### src/rtl/arbitro_mux.sv
// Round-robin arbiter driving a shared 4:1 data mux, with a per-grant transfer quota.
// o_Valido and o_Salida are combinational: they follow the live request of the current owner.
module arbitro_mux #(
  parameter int unsigned HOLD_MAX = 4
) (
  input  logic       i_Clk,
  input  logic       i_Reset,
  input  logic [3:0] i_Req,
  input  logic [3:0] i_Datos_0,
  input  logic [3:0] i_Datos_1,
  input  logic [3:0] i_Datos_2,
  input  logic [3:0] i_Datos_3,
  input  logic       i_Listo,
  output logic [1:0] o_Sel,
  output logic [3:0] o_Grant,
  output logic [3:0] o_Salida,
  output logic       o_Valido
);

  localparam int unsigned N_REQ  = 4;
  localparam int unsigned SEL_W  = 2;
  localparam int unsigned DATA_W = 4;
  localparam int unsigned CNT_W  = 3;
  localparam logic [CNT_W-1:0] CNT_LAST = CNT_W'(HOLD_MAX - 1);

  if (HOLD_MAX < 1 || HOLD_MAX > 7) begin : g_bad_hold_max
    $error("arbitro_mux: HOLD_MAX must be in 1..7");
  end

  typedef enum logic {
    IDLE  = 1'b0,
    GRANT = 1'b1
  } state_t;

  state_t              state_q, state_d;
  logic [SEL_W-1:0]    ptr_q, ptr_d;
  logic [CNT_W-1:0]    cnt_q, cnt_d;
  logic [SEL_W-1:0]    sel_q, sel_d;
  logic [N_REQ-1:0]    grant_q, grant_d;

  logic [DATA_W-1:0]   datos [N_REQ];
  logic [SEL_W-1:0]    pick;
  logic [SEL_W-1:0]    cand;
  logic                found;
  logic                req_sel;
  logic                valido;
  logic                xfer;
  logic                quota;

  assign datos[0] = i_Datos_0;
  assign datos[1] = i_Datos_1;
  assign datos[2] = i_Datos_2;
  assign datos[3] = i_Datos_3;

  assign req_sel = i_Req[sel_q];
  assign valido  = (state_q == GRANT) && req_sel;
  assign xfer    = valido && i_Listo;
  assign quota   = xfer && (cnt_q == CNT_LAST);

  // First pending requester searching upward from the priority pointer, wrapping mod 4.
  always_comb begin
    pick  = ptr_q;
    cand  = ptr_q;
    found = 1'b0;
    for (int i = 0; i < N_REQ; i++) begin
      cand = ptr_q + SEL_W'(i);
      if (!found && i_Req[cand]) begin
        pick  = cand;
        found = 1'b1;
      end
    end
  end

  // State register plus the registered datapath it owns.
  always_ff @(posedge i_Clk) begin
    if (i_Reset) begin
      state_q <= IDLE;
      ptr_q   <= '0;
      cnt_q   <= '0;
      sel_q   <= '0;
      grant_q <= '0;
    end else begin
      state_q <= state_d;
      ptr_q   <= ptr_d;
      cnt_q   <= cnt_d;
      sel_q   <= sel_d;
      grant_q <= grant_d;
    end
  end

  // Next state: a withdrawal and a quota hit on the same edge collapse into one release.
  always_comb begin
    state_d = state_q;
    ptr_d   = ptr_q;
    cnt_d   = cnt_q;
    sel_d   = sel_q;
    grant_d = grant_q;
    case (state_q)
      IDLE: begin
        if (found) begin
          state_d = GRANT;
          sel_d   = pick;
          grant_d = N_REQ'(1) << pick;
          cnt_d   = '0;
        end
      end
      GRANT: begin
        if (!req_sel || quota) begin
          state_d = IDLE;
          grant_d = '0;
          ptr_d   = sel_q + SEL_W'(1);
        end else if (xfer) begin
          cnt_d = cnt_q + CNT_W'(1);
        end
      end
      default: begin
        state_d = IDLE;
        grant_d = '0;
      end
    endcase
  end

  // Outputs: registered select/grant, live valid and muxed data.
  always_comb begin
    o_Sel    = sel_q;
    o_Grant  = grant_q;
    o_Valido = valido;
    o_Salida = valido ? datos[sel_q] : '0;
  end

  a_grant_onehot0 : assert property (@(posedge i_Clk) disable iff (i_Reset)
    $onehot0(o_Grant));

  a_grant_matches_sel : assert property (@(posedge i_Clk) disable iff (i_Reset)
    (o_Grant != '0) |-> (o_Grant == (N_REQ'(1) << o_Sel)));

  a_grant_iff_state : assert property (@(posedge i_Clk) disable iff (i_Reset)
    (o_Grant != '0) == (state_q == GRANT));

endmodule

### config.mk
export PLATFORM = sky130hd
export DESIGN_NAME = arbitro_mux
export DESIGN_NICKNAME = d
export VERILOG_FILES = /design/src/rtl/arbitro_mux.sv
export SDC_FILE = /design/constraint.sdc
export NUM_CORES = 1
export LEC_CHECK = 0
export CORE_MARGIN = 2
export CORE_UTILIZATION = 42
export DETAILED_ROUTE_END_ITERATION = 16
export PLACE_DENSITY = 0.8
export SLEW_MARGIN = 20
export SYNTH_ARGS = -nofsm -noshare
export SYNTH_HDL_FRONTEND = slang
export SYNTH_SLANG_ARGS = --single-unit
### constraint.sdc
create_clock -name i_Clk -period 1.86 [get_ports i_Clk]
set_clock_uncertainty 0.05 [all_clocks]
set_input_delay 0.465 -clock i_Clk [delete_from_list [all_inputs] [get_ports i_Clk]]
set_output_delay 0.465 -clock i_Clk [all_outputs]
set_load 0.02 [all_outputs]
==> flow_summary.json <==
{
  "core_area_mm2": 0.00178,
  "die-width_um": 48.1,
  "first_pass_iters": 4,
  "wirelength_um": 2270,
  "clkSinkCount": 12,
  "rrSetupSlack_ns": 0.04,
  "drcViolationCount": 0,
  "drive_gt1_share_pct": 32.3,
  "fp.dieH_um": 48.1,
  "p_comb_share_pct": 40.4,
  "startpoint": "o_Sel[0]",
  "netSwitchingFraction_pct": 32.0,
  "criticalPathCategory": "flip-flop to output port",
  "fmax_mhz": 473,
  "worstSetupStartpointType": "flip-flop",
  "layout_common_cells": "dlygate4sd2_1 (19), buf_4 (14), nor2_1 (11), dfxtp_1 (11), buf_6 (7)",
  "rsz0062_at_grt": "true",
  "final_core_util_pct": 73.0,
  "max_cap_viol_count": 0,
  "cts_hold_buf": 0,
  "postRouteAntennaNets": 0,
  "violations": "negative setup slack",
  "synthArstFlopShare_pct": 0,
  "synthesis.area_um2": 817,
  "slew_viol_final": 0,
  "clk_pin_slew_ns": 0.07,
  "worst_slew_pin_slew_ns": 0.417,
  "netlist_instances": 82,
  "instances_no_fill": 155,
  "powerDensity_mw_per_mm2": 595,
  "crit_required_ns": 1.34,
  "grt_antenna_before_repair": 0,
  "drt-vias-per-instance": 5.54,
  "clock_latency_ns": 0.28,
  "final_cell_area_mm2": 0.00130,
  "period_needed_ns": 2.11,
  "vias": 858,
  "tns_ns": -1.16,
  "switching_power_w": 0.000248,
  "rows": 15,
  "dp_cells": 149,
  "p_leak_nw": 0.564,
  "nFillCells": 140,
  "drtIter0Drc": 13,
  "final_hold_viol_count": 0,
  "period_share_pct": 114,
  "area_delta_synth_final_pct": 59.3,
  "yosysUniqueCellTypes": 37,
  "syn-num-nets": 107,
  "numPortBuffers": 33,
  "initial_core_util_pct": 45.8,
  "fin_ws_ns": -0.254,
  "layout_commonest_cell": "dlygate4sd2_1",
  "hp-start": "o_Grant[0]",
  "grt_pass1_vias": 808,
  "overflow": 0,
  "outcome": "finished with violations",
  "syn_avg_cell_area_um2": 9.96,
  "finalSetupViolations": 5,
  "cp_max_fo": 6,
  "antennaDiodeCount": 0,
  "synth_edf_count": 0,
  "timing.rr.start": "o_Sel[0]",
  "cts_tree": "yes",
  "hold_path.class": "flip-flop to flip-flop",
  "grt_pass1_wl_um": 3350,
  "root_buffer": "clkbuf_4",
  "ys_ff_latch": 12,
  "yosysTopAreaCellShare_pct": 29.4,
  "yosysTopAreaCell": "dfxtp_1",
  "synth.area.top_cells": "dfxtp_1 (29%), mux4_1 (13%), nor2_1 (5.1%)",
  "cts_made_buffers": 3,
  "yosys_most_used_dff": "dfxtp_1",
  "relSlewSlack_pct": 72.0,
  "cts_htree_levels": 1,
  "peakVddDrop_mv": 0.420,
  "place_area_mm2": 0.00124,
  "p_int_w": 0.000527,
  "pwr-share-clk_pct": 21.1,
  "grt_max_degree": 12,
  "worstSetupEndpointType": "output port",
  "seq_area_frac_synth_pct": 29.4,
  "pin_count": 34,
  "finalNetCount": 157,
  "power.share.sequential_pct": 38.5,
  "synth.yosys.warnings": 0,
  "track_usage_pct": 21.6,
  "wl_per_cell_um": 14.6,
  "dp_slack_ns": -0.824,
  "cts_buffer_depth": 2,
  "gp_congestion": 0.802,
  "worstPathArrival_ns": 1.60,
  "die-area_mm2": 0.00231,
  "hpwlAfterDp_um": 1740
}
## power groups by stage
stage               clock network, W  logic (W)  registers, W
CTS                         0.000166   0.000303      0.000296
global route                0.000179   0.000335      0.000300
floorplan                          0   0.000151      0.000311
detailed placement                 0   0.000292      0.000304
finish                      0.000163   0.000313      0.000298
global placement                   0   0.000284      0.000302
## final cells by class
type	instances	area (um^2)	share of cell area [%]
Timing Repair Buffer	49	440	33.8
Sequential cell	12	244	18.7
Multi-Input combinational cell	62	548	42.1
Inverter	4	15.0	1.15
Tap cell	25	31.3	2.40
Clock buffer	3	22.5	1.73
## synth_stat cells (all sizes together), types with 3 or more instances
cell,number
nand2,3
mux4,5
dfxtp,12
and3,4
inv,4
a21oi,4
nor2,11
buf,3
nor2b,3
## through the flow
stage / hold slack, ns / power (W)
final: 0.421 / 0.000775
after global routing: 0.437 / 0.000814
after CTS: 0.423 / 0.000765
after detailed placement: 0.398 / 0.000596
after global placement: 0.399 / 0.000586
after floorplan: 0.402 / 0.000461
## sequential cells by signal (all words and copies together) (netlist names)
name	flops
cnt_q	3
ptr_q	2
o_Grant	4
state_q	1
o_Sel	2
## logic make-up after synthesis
family,share of synthesized area (%)
xor gates and xnor gates,1.07
buffers and inverters,6.43
and+or+nand+nor,25.0
AOI/OAI and AO/OA,17.0
DFF,29.4
muxes,18.1
adders and majority gates,3.06
## worst max-delay path: stages, from the launching register on
cell     delay, ns
dfxtp_4       0.40
mux4_2        0.59
and3_4        0.22
buf_6         0.12
## per-layer routing
layer | track usage [%] | share of wire [%]
met5 | 0 | 0
met3 | 5.93 | 12
met4 | 15.1 | 4.1
met1 | 21.0 | 36
met2 | 38.9 | 48
## final timing paths
path            endpoint  cells after the start
min           o_Grant[0]                      1
min reg2reg   o_Grant[0]                      1
max          o_Salida[2]                      3
max reg2reg   o_Grant[2]                      5
## timing repair
action	4_1_cts	5_1_grt
endpoints found under the setup margin	18	7
hold endpoints to repair	0	0
pin swaps	5	4
resized for setup	64	5
setup buffers	3	0
Power figures use the tool's default switching activity.
